### src/rtl/bram_result_reader_if.sv
// Output stream bundle of the result reader: valid/ready handshake with
// data and a last-beat marker.
interface bram_result_reader_if #(
    parameter int DWIDTH = 32
);
    logic              o_m_valid;
    logic              i_m_ready;
    logic [DWIDTH-1:0] o_m_data;
    logic              o_m_last;

    modport master (
        output o_m_valid,
        output o_m_data,
        output o_m_last,
        input  i_m_ready
    );

    modport slave (
        input  o_m_valid,
        input  o_m_data,
        input  o_m_last,
        output i_m_ready
    );
endinterface

### src/rtl/bram_result_reader.sv
// Streams num_cnt words from the result BRAM (addresses 0..num_cnt-1) out as
// a valid/ready stream; a 2-entry buffer hides the 1-cycle BRAM read latency.
module bram_result_reader #(
    parameter int CNT_BIT = 31,
    parameter int DWIDTH  = 32,
    parameter int AWIDTH  = 12
) (
    input  logic                clk,
    input  logic                reset_n,
    input  logic                i_run,
    input  logic [CNT_BIT-1:0]  i_num_cnt,
    output logic                o_idle,
    output logic                o_read,
    output logic                o_done,
    output logic [AWIDTH-1:0]   addr,
    output logic                ce,
    output logic                we,
    output logic [DWIDTH-1:0]   d,
    input  logic [DWIDTH-1:0]   q,
    bram_result_reader_if.master m_if
);

    typedef enum logic [1:0] {
        S_IDLE = 2'b00,
        S_RUN  = 2'b01,
        S_DONE = 2'b10
    } state_t;

    state_t             state_reg, state_next;
    logic [CNT_BIT-1:0] num_cnt_reg;
    logic [CNT_BIT-1:0] rd_cnt_reg;
    logic [CNT_BIT-1:0] out_cnt_reg;
    logic               inflight_reg;
    logic               wr_ptr_reg, rd_ptr_reg;
    logic [1:0]         buf_cnt_reg;
    logic [DWIDTH-1:0]  head_data;

    logic               pop, push, issue, run_end;
    logic [2:0]         occupancy;

    assign pop       = m_if.o_m_valid & m_if.i_m_ready;
    assign push      = inflight_reg;
    assign occupancy = {1'b0, buf_cnt_reg} + {2'b00, inflight_reg};

    // A pop in this cycle frees a slot, so a read may be issued even when
    // buffered plus in-flight words already total two.
    assign issue = o_read
                 && (rd_cnt_reg < num_cnt_reg)
                 && (occupancy < (pop ? 3'd3 : 3'd2));

    assign run_end = (state_reg == S_RUN)
                   && ((pop && m_if.o_m_last) || (num_cnt_reg == '0));

    always_ff @(posedge clk or negedge reset_n) begin
        if (!reset_n) begin
            state_reg <= S_IDLE;
        end else begin
            state_reg <= state_next;
        end
    end

    always_comb begin
        state_next = state_reg;
        o_idle     = 1'b0;
        o_read     = 1'b0;
        o_done     = 1'b0;
        case (state_reg)
            S_IDLE: begin
                o_idle = 1'b1;
                if (i_run) begin
                    state_next = S_RUN;
                end
            end
            S_RUN: begin
                o_read = 1'b1;
                if (run_end) begin
                    state_next = S_DONE;
                end
            end
            S_DONE: begin
                o_done     = 1'b1;
                state_next = S_IDLE;
            end
            default: begin
                state_next = S_IDLE;
            end
        endcase
    end

    always_ff @(posedge clk or negedge reset_n) begin
        if (!reset_n) begin
            num_cnt_reg <= '0;
        end else if ((state_reg == S_IDLE) && i_run) begin
            num_cnt_reg <= i_num_cnt;
        end else if (state_reg == S_DONE) begin
            num_cnt_reg <= '0;
        end
    end

    always_ff @(posedge clk or negedge reset_n) begin
        if (!reset_n) begin
            rd_cnt_reg  <= '0;
            out_cnt_reg <= '0;
        end else if (run_end) begin
            rd_cnt_reg  <= '0;
            out_cnt_reg <= '0;
        end else begin
            if (issue) begin
                rd_cnt_reg <= rd_cnt_reg + CNT_BIT'(1);
            end
            if (pop) begin
                out_cnt_reg <= out_cnt_reg + CNT_BIT'(1);
            end
        end
    end

    always_ff @(posedge clk or negedge reset_n) begin
        if (!reset_n) begin
            inflight_reg <= 1'b0;
            wr_ptr_reg   <= 1'b0;
            rd_ptr_reg   <= 1'b0;
            buf_cnt_reg  <= 2'd0;
        end else begin
            inflight_reg <= issue;
            if (push) begin
                wr_ptr_reg <= ~wr_ptr_reg;
            end
            if (pop) begin
                rd_ptr_reg <= ~rd_ptr_reg;
            end
            buf_cnt_reg <= buf_cnt_reg + {1'b0, push} - {1'b0, pop};
        end
    end

    genvar gi;
    generate
        for (gi = 0; gi < 2; gi++) begin : g_buf
            logic [DWIDTH-1:0] entry_reg;
            always_ff @(posedge clk or negedge reset_n) begin
                if (!reset_n) begin
                    entry_reg <= '0;
                end else if (push && (wr_ptr_reg == 1'(gi))) begin
                    entry_reg <= q;
                end
            end
        end
    endgenerate

    assign head_data = rd_ptr_reg ? g_buf[1].entry_reg : g_buf[0].entry_reg;

    assign m_if.o_m_valid = (buf_cnt_reg != 2'd0);
    assign m_if.o_m_data  = head_data;
    assign m_if.o_m_last  = m_if.o_m_valid && (out_cnt_reg == num_cnt_reg - CNT_BIT'(1));

    assign addr = rd_cnt_reg[AWIDTH-1:0];
    assign ce   = issue;
    assign we   = 1'b0;
    assign d    = '0;

endmodule

### src/flat_wrapper.sv
// flat-port wrapper written by rule: the top's interface ports become plain ports
module bram_result_reader_flat 
#(
    parameter int CNT_BIT = 31,
    parameter int DWIDTH  = 32,
    parameter int AWIDTH  = 12
)
  (clk, reset_n, i_run, i_num_cnt, o_idle, o_read, o_done, addr, ce, we, d, q, m_if_o_m_valid, m_if_o_m_data, m_if_o_m_last, m_if_i_m_ready);
  bram_result_reader_if #(.DWIDTH(DWIDTH)) m_if_i ();
  input  logic clk;
  input  logic reset_n;
  input  logic i_run;
  input  logic [CNT_BIT-1:0] i_num_cnt;
  output logic o_idle;
  output logic o_read;
  output logic o_done;
  output logic [AWIDTH-1:0] addr;
  output logic ce;
  output logic we;
  output logic [DWIDTH-1:0] d;
  input  logic [DWIDTH-1:0] q;
  output wire logic [$bits(m_if_i.o_m_valid)-1:0] m_if_o_m_valid;
  output wire logic [$bits(m_if_i.o_m_data)-1:0] m_if_o_m_data;
  output wire logic [$bits(m_if_i.o_m_last)-1:0] m_if_o_m_last;
  input wire logic [$bits(m_if_i.i_m_ready)-1:0] m_if_i_m_ready;
  assign m_if_o_m_valid = m_if_i.o_m_valid;
  assign m_if_o_m_data = m_if_i.o_m_data;
  assign m_if_o_m_last = m_if_i.o_m_last;
  assign m_if_i.i_m_ready = m_if_i_m_ready;
  bram_result_reader #(.CNT_BIT(CNT_BIT), .DWIDTH(DWIDTH), .AWIDTH(AWIDTH)) u_core (.clk(clk), .reset_n(reset_n), .i_run(i_run), .i_num_cnt(i_num_cnt), .o_idle(o_idle), .o_read(o_read), .o_done(o_done), .addr(addr), .ce(ce), .we(we), .d(d), .q(q), .m_if(m_if_i));
endmodule
### config.mk
export PLATFORM = sky130hd
export DESIGN_NAME = bram_result_reader_flat
export DESIGN_NICKNAME = d
export VERILOG_FILES = /design/src/rtl/bram_result_reader_if.sv /design/src/rtl/bram_result_reader.sv /design/src/flat_wrapper.sv
export SDC_FILE = /design/constraint.sdc
export NUM_CORES = 1
export LEC_CHECK = 0
export CAP_MARGIN = 20
export CORE_MARGIN = 2
export CORE_UTILIZATION = 50
export DETAILED_ROUTE_END_ITERATION = 10
export PLACE_DENSITY = 0.9
export SLEW_MARGIN = 20
export SYNTH_ARGS = -nofsm -noshare
export SYNTH_HDL_FRONTEND = slang
export SYNTH_SLANG_ARGS = --single-unit
### constraint.sdc
create_clock -name clk -period 3.35 [get_ports clk]
set_input_delay 0.335 -clock clk [delete_from_list [all_inputs] [get_ports clk]]
set_output_delay 0.335 -clock clk [all_outputs]
set_load 0.02 [all_outputs]
==> metrics.cfg, run 1 <==
[status]
status=finished with violations
violations=setup timing

[sta]
drv_slew=0
rsz0062_at_grt=true
fin_crit_sh=1.024
slew_headroom=0.3760
fmax_mhz=291.4
fin_ws_ps=-82.02
period_needed_ps=3432
hold_viol=0
fin_setup_tns_ps=-82.02
fin_worst_skew_ps=10.77
hold_slack_ps=441.2
setup-violations-final=1
tightest_slew_ps=935.9

[cts]
cts_max_level=4
clock-sinks=164
numCtsBuffers=17
clockRootBuffer=clkbuf_16
clkTransAtPathRegs_ps=70
cts_max_path_buffers=2
tritoncts=built
clkLatencyLatePin_ps=450

[cells_and_area]
utilization=0.6464
design_area_mm2=0.01221
final_cells=1420
drive_gt1_frac=0.2190
layout.nets=1251
diodes=0
largest_register_ffs=64
fillers=1425
areaGrowthSynthToFinish_pct=25.72

[critical_path]
worstPathCellList=inv_2 > ha_4 > buf_6 > or4b_4 > nor4_2 > o21ai_1 > a22oi_1 > nand4_1 > or4_4 > nor2_4 > buf_6
crit_path_max_fanout=5
cp_top_family=simple AND/OR/NAND/NOR gates
worstRegToRegCells=14
cp-start-kind=register
r2r-start=u_core.num_cnt_reg[0]
critPathMaxStageDelay_ps=510
regToRegSetupSlack_ps=230
timing.rr.end=u_core.rd_cnt_reg[19]
cp-startpoint=u_core.num_cnt_reg[0]
required_ps=3010
crit_type=reg2out
cp-end-kind=output port
critical_path_buf_inv_count=3
worst_ep_arrival_time_ps=3100
cp_common_cell=buf_6
cp_slowest_cell=or4b_4

[yosys]
ys.warnings.count=0
synth_compound_area_frac=0.08953
muxShareOfSynthArea=0.1144
synth_top_area_frac=0.4225
syn-instance-count=977
syn_avg_cell_area_um2=9.942
synth_simple_gate_area_frac=0.1778
synth_fa_ha_area_frac=0.04766
yosysTopAreaCell=dfrtp_1
yosys.area_share.xor_xnor=0.07574
ys.flop_type=dfrtp_1
synth-edff-count=0
ys_top_cells_by_area=dfrtp_1 42%, mux2_2 11%, xnor2_1 5.3%
ys_types=65
synth_area_mm2=0.009713
seq_area_frac_synth=0.4225
ys_ff_latch=164
synth_top_family_by_area=simple AND/OR/NAND/NOR gates
synth-async-reset-ratio=1.000

[route]
drt-initial-drc-count=660
via_per_inst=5.808
drc=0
drtPass1Iterations=5
vias=8248
finalWirelength_mm=27.17
ant_nets=0
post_drt_wl_per_cell_um=19.14

[global_routing]
grt_max_degree=75
grt_usage=0.2694
grt_pass1_vias=8218
antenna_found_initial=0
grt_pass1_wl_mm=42.98
grt-ovfl-total=0

[die]
dieArea_mm2=0.02056
die_w_um=143.4
start_util=0.5141
die_h_um=143.4
rows=50
ios=150
coreArea_mm2=0.01889

[hold_path]
hold_class=in2reg
holdPathStages=3
holdPathEnd=u_core.num_cnt_reg[7]
min_from=i_num_cnt[7]

[pwr]
leakagePower_nw=5.308
max-vdd-ir-drop_v=0.0005229
pwr_density_cell_mw_per_mm2=842.7
finalPower_mw=10.29

[place]
portBuffers=116
place_area_mm2=0.01149
dpl.cell_count=1385
dp_hpwl_mm=19.72
gp_congestion=0.9346
place_ws_ps=-280.5

[flow_run]
drv_cap=0

synth_stat cells (4+ instances only):
library cell / count
or4_1: 8
mux2_2: 96
nor4b_1: 4
inv_1: 44
nor2_1: 76
clkbuf_1: 27
xor2_1: 25
and4_1: 9
nand4_1: 29
a21oi_1: 27
and2_1: 10
buf_2: 9
nand2b_1: 6
or2_2: 5
o31ai_1: 33
or3_1: 14
nor3_1: 24
dfrtp_1: 164
o21ai_0: 21
xnor2_1: 59
and3_1: 13
nor4_1: 18
nand3_1: 25
ha_1: 37
a21o_1: 9
buf_4: 46
o2111ai_1: 5
a31oi_1: 6
nand2_1: 74
where the power goes:
part | switching, mW | internal (mW) | total (mW)
clock network | 0.910 | 1.08 | 1.99
registers | 0.540 | 2.65 | 3.19
logic | 2.60 | 2.51 | 5.12
total | 4.06 | 6.24 | 10.3
tightest hold or removal path: stages:
cell and delay [ps]:
clkdlybuf4s50_1 390, nand2_1 60, o31ai_1 50
placed cells by master (no fill, tap or decap), types with 13 or more instances in the layout:
cell,count
a21oi_1,27
and3_1,13
buf_4,86
clkbuf_16,17
clkdlybuf4s50_1,113
conb_1,33
dfrtp_1,163
ha_1,36
inv_1,42
mux2_2,96
nand2_1,74
nand3_1,25
nand4_1,29
nor2_1,74
nor3_1,21
nor4_1,16
o21ai_0,19
o31ai_1,32
or3_1,14
xnor2_1,59
xor2_1,25
area by class of cell:
cell class | instances | area [µm²] | share of cell area
Sequential cell | 164 | 4105 | 0.3362
Clock buffer | 20 | 446.7 | 0.03658
Timing Repair Buffer | 207 | 1877 | 0.1537
Clock inverter | 12 | 141.4 | 0.01158
Inverter | 45 | 168.9 | 0.01383
Multi-Input combinational cell | 712 | 5147 | 0.4215
Tap cell | 260 | 325.3 | 0.02664
per-layer routing:
metal	vias to the layer above	share of wire	GRT usage
li1	3759	-	-
met2	345	0.50	0.4466
met1	4059	0.39	0.3369
met3	85	0.063	0.05898
met5	-	0	0
met4	0	0.043	0.1254
timing repair:
action                                  4_1_cts  5_1_grt
hold buffers                                  1        0
hold endpoints to repair                     72        0
endpoints found under the setup margin        2       64
buffers inserted                              1        1
resized for setup                            17       18
pin swaps                                     6        4
logic make-up (layout without fill, tap and decap cells):
group,Yosys count,after routing
muxes,99,99
buffers and inverters,133,284
and+or+nand+nor,330,330
AOI/OAI and AO/OA,129,129
DFF,164,164
xor gates and xnor gates,84,84
other,1,33
adders and majority gates,37,37
worst max-delay path by stage:
| stage | end | slack (ps) | depth (start not counted) |
|---|---|---|---|
| 6_report | m_if_o_m_last | -80 | 11 |
| 5_1_grt | m_if_o_m_last | -200 | 12 |
| 4_1_cts | m_if_o_m_last | -150 | 12 |
| 3_5_place_dp | m_if_o_m_last | -280 | 9 |
| 3_3_place_gp | m_if_o_m_last | -300 | 11 |
| 2_1_floorplan | ce | 50 | 11 |
Power figures use the tool's default switching activity.
==> run 2, diff against run 1 <==
--- a/config.mk
+++ b/config.mk
@@ -5,7 +5,9 @@
 export SDC_FILE = /design/constraint.sdc
 export NUM_CORES = 1
 export LEC_CHECK = 0
+export ABC_AREA = 1
 export CAP_MARGIN = 20
+export CORE_ASPECT_RATIO = 1.1
 export CORE_MARGIN = 2
 export CORE_UTILIZATION = 50
 export DETAILED_ROUTE_END_ITERATION = 10
==> metrics.cfg, run 2 <==
[place]
dp_hpwl_mm=17.86  ; was 19.72 mm
gp_congestion=0.9327  ; was 0.9346
portBuffers=116  ; unchanged
dpl.cell_count=1727  ; was 1,385

[route]
top_layer_used=met4  ; unchanged
wl_met2_mm=11.80  ; was 13.59 mm
finalWirelength_mm=24.75  ; was 27.17 mm
drtPass1Iterations=6  ; was 5
drc=0  ; unchanged
wl_met1_mm=10.41  ; was 10.69 mm
drt-initial-drc-count=828  ; was 660
via_per_inst=5.285  ; was 5.808
ant_nets=0  ; unchanged
post_drt_wl_per_cell_um=14.05  ; was 19.14 µm
vias=9307  ; was 8,248
wl_met3_mm=1.561  ; was 1.724 mm

[yosys]
seq_area_frac_synth=0.4096  ; was 0.4225
ys.warnings.count=0  ; unchanged
synth_area_mm2=0.01002  ; was 0.009713 mm²
synth-edff-count=0  ; unchanged
ys_ff_latch=164  ; unchanged
yosys.area_share.xor_xnor=0.03846  ; was 0.07574
synth-async-reset-ratio=1.000  ; unchanged
syn-instance-count=1397  ; was 977
synth_top_family_by_area=simple AND/OR/NAND/NOR gates  ; unchanged
ys_types=39  ; was 65
ys_top_cells_by_count=403 x nand2_1, 170 x nor2_1, 164 x dfrtp_1  ; was 164 x dfrtp_1, 96 x mux2_2, 76 x nor2_1
muxShareOfSynthArea=0.0009990  ; was 0.1144
synth_compound_area_frac=0.07880  ; was 0.08953
ys_top_cells_by_area=dfrtp_1 41%, nand2_1 15%, nor2_1 6.4%  ; was dfrtp_1 42%, mux2_2 11%, xnor2_1 5.3%
yosysTopAreaCell=dfrtp_1  ; unchanged
syn_avg_cell_area_um2=7.172  ; was 9.942 µm²
synth_fa_ha_area_frac=0.04620  ; was 0.04766
ys.flop_type=dfrtp_1  ; unchanged
synth_simple_gate_area_frac=0.3127  ; was 0.1778
synth.most_common_cell=nand2_1  ; was dfrtp_1
synth_top_area_frac=0.4096  ; was 0.4225

[critical_path]
required_ps=3010  ; about the same
worst_ep_arrival_time_ps=2790  ; was 3100 ps
r2r-start=u_core.num_cnt_reg[1]  ; was u_core.num_cnt_reg[0]
worstRegToRegCells=20  ; was 14
crit_type=reg2out  ; unchanged
crit_path_max_fanout=4  ; was 5
cp-start-kind=register  ; unchanged
cp-end-kind=output port  ; unchanged
regToRegSetupSlack_ps=550  ; was 230 ps
timing.rr.end=u_core.rd_cnt_reg[5]  ; was u_core.rd_cnt_reg[19]

[cells_and_area]
final_common_cell=nand2_1  ; was dfrtp_1
areaGrowthSynthToFinish_pct=18.58  ; was 25.72%
drive_gt1_frac=0.05302  ; was 0.2190
layout.nets=1600  ; was 1,251
fillers=1737  ; was 1,425
utilization=0.6022  ; was 0.6464
final_cells=1761  ; was 1,420
mostFrequentLayoutCells=403 x nand2_1, 166 x nor2_1, 163 x dfrtp_1, 160 x inv_1  ; was 163 x dfrtp_1, 113 x clkdlybuf4s50_1, 96 x mux2_2, 86 x buf_4
largest_register_ffs=64  ; unchanged
diodes=0  ; unchanged

[flow_run]
drv_cap=0  ; unchanged

[sta]
fmax_mhz=320.5  ; was 291.4 MHz
fin_setup_tns_ps=0  ; was -82.02 ps
setup-violations-final=0  ; was 1
tightest_slew_ps=1052  ; was 935.9 ps
slew_headroom=0.2984  ; was 0.3760
hold_viol=0  ; unchanged
drv_slew=0  ; unchanged
period_needed_ps=3120  ; was 3432 ps
fin_worst_skew_ps=12.50  ; was 10.77 ps
fin_crit_sh=0.9314  ; was 1.024

[hold_path]
holdPathStages=3  ; unchanged
hold_class=in2reg  ; unchanged
holdPathEnd=u_core.g_buf[1].entry_reg[23]  ; was u_core.num_cnt_reg[7]
min_from=q[23]  ; was i_num_cnt[7]

[die]
start_util=0.5079  ; was 0.5141
coreArea_mm2=0.01973  ; was 0.01889 mm²
die_w_um=139.0  ; was 143.4 µm
ios=150  ; unchanged
die_h_um=152.5  ; was 143.4 µm
rows=54  ; was 50
dieArea_mm2=0.02119  ; was 0.02056 mm²

[global_routing]
grt_usage=0.2355  ; was 0.2694
grt_pass1_wl_mm=41.25  ; was 42.98 mm
grt_pass1_vias=8988  ; was 8,218
antenna_found_initial=0  ; unchanged
grt-ovfl-total=0  ; unchanged
grt_max_degree=88  ; was 75

[cts]
cts_max_level=4  ; unchanged
numCtsBuffers=17  ; unchanged
clkTransAtPathRegs_ps=70  ; about the same
clkLatencyLatePin_ps=430  ; was 450 ps
clockRootBuffer=clkbuf_16  ; unchanged
clock-sinks=164  ; unchanged
cts_max_path_buffers=2  ; unchanged
tritoncts=built  ; unchanged

[pwr]
finalPower_mw=9.793  ; was 10.29 mW
pwr_density_cell_mw_per_mm2=824.2  ; was 842.7 mW/mm²
leakagePower_nw=6.126  ; was 5.308 nW
max-vdd-ir-drop_v=0.0005370  ; was 0.0005229 V

[status]
status=completed  ; was finished with violations

[run 2: stage by stage]
stage	hold WS (ps)	area (µm²)	setup WS (ps)
after floorplan	39.41	10140	786.7
after global placement	443.5	11240	286.7
after detailed placement	443.3	11240	252.9
after CTS	458.5	11870	16.68
after global routing	493.2	11880	-22.64
final	476.6	11880	229.7
[run 2: worst max-delay path by stage]
stage	startpoint	to	slack (ps)	cells past startpoint
6_report	u_core.num_cnt_reg[1]	m_if_o_m_last	230	16
5_1_grt	u_core.num_cnt_reg[10]	m_if_o_m_last	-20	13
4_1_cts	u_core.num_cnt_reg[2]	ce	20	11
3_5_place_dp	u_core.num_cnt_reg[1]	m_if_o_m_last	250	14
3_3_place_gp	u_core.num_cnt_reg[0]	m_if_o_m_last	290	14
2_1_floorplan	u_core.num_cnt_reg[0]	m_if_o_m_last	790	12
[run 2: cells by family after synthesis]
kind of cell | Yosys count
simple gates | 748
buf+inv | 249
flops | 164
compound gates | 153
xor+xnor | 44
fa+ha+maj | 37
other cells | 1
mux | 1
[run 2: worst max-delay path: stages (launching register included)]
cell	delay [ps]
dfrtp_1	410
inv_1	120
ha_2	220
inv_1	60
nor2_1	100
nand2_1	100
nor2_1	170
nand3_1	100
nand2_1	60
nand2_1	40
nor2_1	100
nand2_1	60
nor2_1	140
nand3_1	120
nor4_1	240
buf_4	160
clkbuf_2	160
[run 2: area by class of cell]
class	instances	area, µm²	area share
Tap cell	252	315.3	0.02654
Multi-Input combinational cell	1016	4922	0.4143
Inverter	165	619.3	0.05213
Timing Repair Buffer	132	1308	0.1100
Sequential cell	164	4105	0.3455
Clock inverter	11	141.4	0.01190
Clock buffer	21	470.5	0.03960
[run 2: power by group]
part | internal (mW) | switching, mW
combinational | 1.78 | 2.72
sequential | 2.68 | 0.601
clock | 1.18 | 0.841
total | 5.64 | 4.16
[run 2: what timing repair did]
action / 4_1_cts / 5_1_grt
resized for setup: 4 / 6
buffers inserted: 0 / 1
gates cloned: 0 / 0
pin swaps: 0 / 1
hold buffers: 1 / 0
endpoints found under the hold margin: 19 / 0
endpoints found under the setup margin: 2 / 2
[run 2: layer usage]
metal,GRT usage,up-vias
met5,0,-
met4,0.1169,0
met3,0.04085,87
met2,0.3943,397
met1,0.2952,4286
li1,-,4537
